**config.mk**
```make
export PLATFORM = sky130hd
export DESIGN_NAME = hazard_stall_ctrl
export DESIGN_NICKNAME = d
export VERILOG_FILES = /design/src/rtl/riscv_pkg.sv /design/src/rtl/sat_counter.sv /design/src/rtl/hazard_stall_ctrl.sv
export SDC_FILE = /design/constraint.sdc
export NUM_CORES = 1
export LEC_CHECK = 0
export CAP_MARGIN = 15
export CORE_ASPECT_RATIO = 1.1
export CORE_MARGIN = 4
export CORE_UTILIZATION = 46
export DETAILED_ROUTE_END_ITERATION = 6
export GPL_TIMING_DRIVEN = 0
export HOLD_SLACK_MARGIN = 0.12
export MAX_ROUTING_LAYER = met4
export PLACE_DENSITY = 0.78
export SLEW_MARGIN = 20
export SYNTH_ARGS = -nofsm -noshare
export SYNTH_HDL_FRONTEND = slang
export SYNTH_HIERARCHICAL = 1
export SYNTH_SLANG_ARGS = --single-unit
```
**constraint.sdc**
```tcl
create_clock -name clk -period 2.2 [get_ports clk]
set_clock_uncertainty 0.15 [all_clocks]
set_input_delay 0.44 -clock clk [delete_from_list [all_inputs] [get_ports clk]]
set_output_delay 0.44 -clock clk [all_outputs]
set_load 0.05 [all_outputs]
```
**src/rtl/riscv_pkg.sv**
```systemverilog
// Shared RISC-V pipeline definitions: opcode constants used by the ID-stage
// hazard logic and the hazard controller FSM state encoding.
package riscv_pkg;

  localparam logic [6:0] OP_BRANCH = 7'b1100011;
  localparam logic [6:0] OP_RTYPE  = 7'b0110011;
  localparam logic [6:0] OP_STORE  = 7'b0100011;
  localparam logic [6:0] OP_LUI    = 7'b0110111;
  localparam logic [6:0] OP_AUIPC  = 7'b0010111;
  localparam logic [6:0] OP_JAL    = 7'b1101111;

  // RUN: normal issue; STALL2: second bubble of a load feeding a branch.
  typedef enum logic {
    ST_RUN    = 1'b0,
    ST_STALL2 = 1'b1
  } hz_state_e;

  // A producer register r conflicts with the ID instruction when it is not x0
  // and matches a source field that the instruction actually reads.
  function automatic logic reg_match(input logic [4:0] r,
                                     input logic [4:0] rs1,
                                     input logic [4:0] rs2,
                                     input logic       uses_rs1,
                                     input logic       uses_rs2);
    return (r != 5'd0) && ((uses_rs1 && (r == rs1)) || (uses_rs2 && (r == rs2)));
  endfunction

endpackage

```
**src/rtl/sat_counter.sv**
```systemverilog
// Saturating up-counter for pipeline event statistics.
// Ports: clk, reset (async, active-high), inc (count enable),
//        count (current value, holds at all-ones).
module sat_counter #(
  parameter int unsigned CNT_W = 16
) (
  input  logic             clk,
  input  logic             reset,
  input  logic             inc,
  output logic [CNT_W-1:0] count
);

  logic [CNT_W-1:0] cnt_q;
  logic [CNT_W-1:0] cnt_d;

  always_comb begin
    cnt_d = cnt_q;
    if (inc && (cnt_q != '1)) begin
      cnt_d = cnt_q + {{(CNT_W-1){1'b0}}, 1'b1};
    end
  end

  always_ff @(posedge clk or posedge reset) begin
    if (reset) begin
      cnt_q <= '0;
    end else begin
      cnt_q <= cnt_d;
    end
  end

  assign count = cnt_q;

endmodule

```
**src/rtl/hazard_stall_ctrl.sv**
```systemverilog
// ID-stage hazard detection and stall/flush control.
// Inputs: IF/ID opcode and source fields, ID/EX and EX/MEM destination and
//         load/write flags, ID-stage branch resolution (Br_taken).
// Outputs: Pc_wr, Ifid_wr, Idex_bubble, Ifid_flush (combinational, same cycle),
//          Stall_cnt / Flush_cnt saturating statistics, State_o FSM debug.
module hazard_stall_ctrl
  import riscv_pkg::*;
#(
  parameter int unsigned CNT_W = 16
) (
  input  logic             clk,
  input  logic             reset,
  input  logic [6:0]       Opcode_fo,
  input  logic [4:0]       Rs1_fo,
  input  logic [4:0]       Rs2_fo,
  input  logic [4:0]       Rd_do,
  input  logic             Reg_wr_do,
  input  logic             Mem_rd_do,
  input  logic [4:0]       Rd_eo,
  input  logic             Mem_rd_eo,
  input  logic             Br_taken,
  output logic             Pc_wr,
  output logic             Ifid_wr,
  output logic             Idex_bubble,
  output logic             Ifid_flush,
  output logic [CNT_W-1:0] Stall_cnt,
  output logic [CNT_W-1:0] Flush_cnt,
  output logic             State_o
);

  hz_state_e state_q;
  hz_state_e state_d;

  logic uses_rs1;
  logic uses_rs2;
  logic is_br;
  logic haz_h1;
  logic haz_h2;
  logic haz_h3;
  logic stall;
  logic flush;

  always_comb begin
    uses_rs1 = !((Opcode_fo == OP_LUI) || (Opcode_fo == OP_AUIPC) || (Opcode_fo == OP_JAL));
    uses_rs2 = (Opcode_fo == OP_RTYPE) || (Opcode_fo == OP_STORE) || (Opcode_fo == OP_BRANCH);
    is_br    = (Opcode_fo == OP_BRANCH);
  end

  always_comb begin
    haz_h1 = Mem_rd_do && reg_match(Rd_do, Rs1_fo, Rs2_fo, uses_rs1, uses_rs2);
    haz_h2 = Reg_wr_do && !Mem_rd_do && is_br &&
             reg_match(Rd_do, Rs1_fo, Rs2_fo, uses_rs1, uses_rs2);
    haz_h3 = Mem_rd_eo && is_br && reg_match(Rd_eo, Rs1_fo, Rs2_fo, uses_rs1, uses_rs2);
  end

  // Reset forces the stall pattern on the outputs; counters are held clear by
  // their own async reset, so the stall seen here during reset is never counted.
  always_comb begin
    state_d = ST_RUN;
    stall   = 1'b0;
    case (state_q)
      ST_RUN: begin
        stall = haz_h1 || haz_h2 || haz_h3;
        if (haz_h1 && is_br) begin
          state_d = ST_STALL2;
        end
      end
      ST_STALL2: begin
        stall   = 1'b1;
        state_d = ST_RUN;
      end
      default: begin
        stall   = 1'b1;
        state_d = ST_RUN;
      end
    endcase
    if (reset) begin
      stall = 1'b1;
    end
    flush = !stall && Br_taken;
  end

  always_ff @(posedge clk or posedge reset) begin
    if (reset) begin
      state_q <= ST_RUN;
    end else begin
      state_q <= state_d;
    end
  end

  assign Pc_wr       = !stall;
  assign Ifid_wr     = !stall;
  assign Idex_bubble = stall;
  assign Ifid_flush  = flush;
  assign State_o     = state_q;

  sat_counter #(.CNT_W(CNT_W)) u_stall_cnt (
    .clk   (clk),
    .reset (reset),
    .inc   (stall),
    .count (Stall_cnt)
  );

  sat_counter #(.CNT_W(CNT_W)) u_flush_cnt (
    .clk   (clk),
    .reset (reset),
    .inc   (flush),
    .count (Flush_cnt)
  );

endmodule

```
==> flow_summary_export.csv <==
group,metric,value,unit
outcome,status,"complete, but fails checks",
outcome,violations,"setup timing",
floorplanning,ios,70,
placement,dp_hpwl,3700,um
finish,syn2layout_area_growth,65.0,%
synthesis,synthArstFlopShare,1.00,
route,via_per_inst,5.49,
critical_path,criticalPathCategory,"in -> out",
clock_tree,clkTransAtPathRegs,0.07,ns
synthesis,netlist_instances,199,
route,wire_per_inst,16.7,um
clock_tree,clk_latency,0.29,ns
critical_path,crit_fanout,3,
job,drv_cap,0,
floorplanning,std_cell_rows,25,
finish,final_nets,328,
critical_path,endpoint_kind,"output pin",
critical_path,crit_buf_inv,3,
sta,timing.fmax,403,MHz
finish,fin_cells,348,
power_and_ir_drop,combPwrFrac,0.468,
route,dr.first_iter.drc_count,82,
sta,timing.final.crit_share,1.13,
grt,grt_overflow,0,
grt,antenna_found_initial,0,
power_and_ir_drop,p_seq_frac,0.364,
grt,grt.total_usage,0.206,
power_and_ir_drop,pwr_density_cell,779,nW/um^2
sta,setup-violations-final,30,
route,ant_nets,0,
critical_path,worst_setup_path_start_kind,"input port",
power_and_ir_drop,leakagePower,1.58,nW
floorplanning,die_x,71.7,um
power_and_ir_drop,p_clk_frac,0.168,
route,vias,1910,
sta,worst_pin_slew,0.650,ns
placement,port_buffers,69,
synthesis,yosys-top-cells-count,"xnor2_1, dfrtp_1, nand3_1",
finish,antenna_cells,0,
synthesis,synthesis.nets,234,
sta,rsz0062_at_grt,"true",
floorplanning,start_util,0.476,
critical_path,crit_arrival,1.89,ns
clock_tree,cts_tree,"built",
synthesis,yosysMostFrequentCell,"xnor2_1",
finish,drive_gt1_frac,0.415,
floorplanning,core,4320,um^2
sta,maxSlewHeadroom,0.566,
grt,grt_pass1_wl,8940,um
route,dr.pass1.iters,4,
synthesis,synth_top_cell_area_share,0.402,
placement,dpl_cell_area,2840,um^2
power_and_ir_drop,switching_share,0.458,
power_and_ir_drop,p_sw,1.21,mW
grt,grt_pass1_vias,1914,
synthesis,ys.flop_type,"dfrtp_1",
clock_tree,cts_buffers,5,
sta,worst_slack,-0.280,ns
critical_path,worst-r2r-setup-slack,0.08,ns
synthesis,syn_area,2050,um^2
route,totalWireLength,5800,um
synthesis,synth_cell_types,39,
grt,grt_max_degree,17,
critical_path,required,1.61,ns
clock_tree,cts.sinks,33,
clock_tree,cts_hold_buf,0,
synthesis,synth.avg_cell_area,10.3,um^2
finish,final_cell_area,3390,um^2
synthesis,yosysTopAreaCell,"dfrtp_1",
sta,drv_slew,0,
floorplanning,die_h,78.1,um
critical_path,slowest_stage,"a211o_4",
critical_path,crit_family,"buffers and inverters",
synthesis,synth_area_leaders,"dfrtp_1, xnor2_1, nand3_1, nand4_1, and4_1",
sta,period_needed,2.48,ns
finish,final_util,0.786,
clock_tree,cts_root_buf,"clkbuf_8",
clock_tree,clockBufferDepth,2,
floorplanning,die-area,5600,um^2
clock_tree,h-tree-depth,2,
worst_hold_path,hold_class,"in -> async",
critical_path,crit_chain,"clkdlybuf4s15_1, xnor2_1, nand3_1, o22ai_2, a211o_4, nor3b_4, buf_6, buf_8",
power_and_ir_drop,peakVddDrop,0.560,mV
placement,gp_congestion,0.924,
synthesis,synth_edf_count,0,
critical_path,critPathMaxStageDelay,0.37,ns
synthesis,synth_seq_cells,33,
synthesis,synth_seq_area_share,0.402,
power_and_ir_drop,intPower,1.43,mW
placement,placed_cells,322,
synthesis,yosys_warnings,6,
sta,hold_viol,0,
route,drc,0,
## stage by stage
step                      setup slack (ns)  hold slack (ns)  power (mW)  TNS (ns)
after floorplan                     -0.748           0.0187        1.61    -16.41
after detailed placement             -1.42            0.342        2.03    -29.93
after CTS                           -0.292            0.194        2.55     -3.40
final                               -0.280            0.255        2.64     -3.90
after global placement               -1.41            0.331        2.01    -29.18
after global routing                -0.341            0.271        2.77     -7.06
## worst register-to-register path, cell delays in order (launching register included)
cell	delay, ns
dfrtp_1	0.43
a211o_4	0.36
nor3b_4	0.27
and4_4	0.30
nand3_4	0.10
nor2_4	0.10
mux2_4	0.29
## power groups by stage
stage	logic, mW	registers, mW	clock network, mW
floorplan	0.307	1.30	0
global route	1.30	0.987	0.485
CTS	1.15	0.944	0.453
finish	1.24	0.962	0.443
detailed placement	1.10	0.929	0
global placement	1.09	0.923	0
## registers in the layout, indices dropped and copies added, names as in the netlist
register / cells
u_flush_cnt/count: 16
u_stall_cnt/count: 16
State_o: 1
## kinds of logic after synthesis
kind of cell / synth area share
simple gates: 0.328
xor+xnor: 0.179
flops: 0.402
compound gates: 0.0359
mux: 0.0317
buf+inv: 0.0110
fa+ha+maj: 0.0122
## cell type report
cell class,count,area (um^2)
fill,290,926
clock buffer,6,72.6
multi-input combinational,161,1520
sequential,33,826
inverter,4,15.0
tap,54,67.6
clock inverter,2,10.0
timing repair buffer,87,868
buffer,1,11.3
## timing repair
item,in CTS,in global routing
hold endpoints to repair,0,0
setup buffers,9,11
pin swaps,41,30
endpoints found under the setup margin,38,42
cloned,0,0
gates resized for setup,178,57
## final timing paths
path	startpoint	endpoint	cells after the start
max	Rs1_fo[1]	Ifid_flush	8
min	reset	State_o$_DFF_PP0_	2
max reg2reg	State_o$_DFF_PP0_	u_flush_cnt/count[14]$_DFFE_PP0P_	6
min reg2reg	u_flush_cnt/count[10]$_DFFE_PP0P_	u_flush_cnt/count[10]$_DFFE_PP0P_	1
max in group asynchronous	reset	u_flush_cnt/count[10]$_DFFE_PP0P_	2
min in group clk	u_flush_cnt/count[10]$_DFFE_PP0P_	u_flush_cnt/count[10]$_DFFE_PP0P_	1
## cells in the final DEF, fill, tap and decap left out, types with 3 or more instances in the layout
| master | count |
|---|---|
| nor2_1 | 3 |
| buf_8 | 4 |
| nand3_2 | 8 |
| clkbuf_8 | 5 |
| nand3_1 | 7 |
| nor4_4 | 4 |
| a21oi_1 | 4 |
| clkdlybuf4s50_1 | 22 |
| dfrtp_1 | 33 |
| dlymetal6s2s_1 | 12 |
| xor2_1 | 4 |
| mux2_4 | 3 |
| nor2_2 | 3 |
| nand3_4 | 5 |
| xnor2_1 | 30 |
| and4_4 | 3 |
| xnor2_2 | 8 |
| nand2_1 | 13 |
| nand4_1 | 11 |
| inv_1 | 4 |
| dlygate4sd2_1 | 4 |
| nand2_2 | 3 |
| buf_6 | 22 |
| and3_1 | 6 |
| and4_1 | 4 |
| nor2_4 | 4 |
| buf_4 | 6 |
| buf_2 | 14 |
## routing by layer
metal  global-route usage  wire [um]  vias to the layer above
met2                0.348       3150                       67
li1                     -          -                      912
met5                    -          0                        -
met1                0.244       2240                      924
met4               0.0695         93                        0
met3               0.0410        317                        7
(Power assumes the default switching activity.)
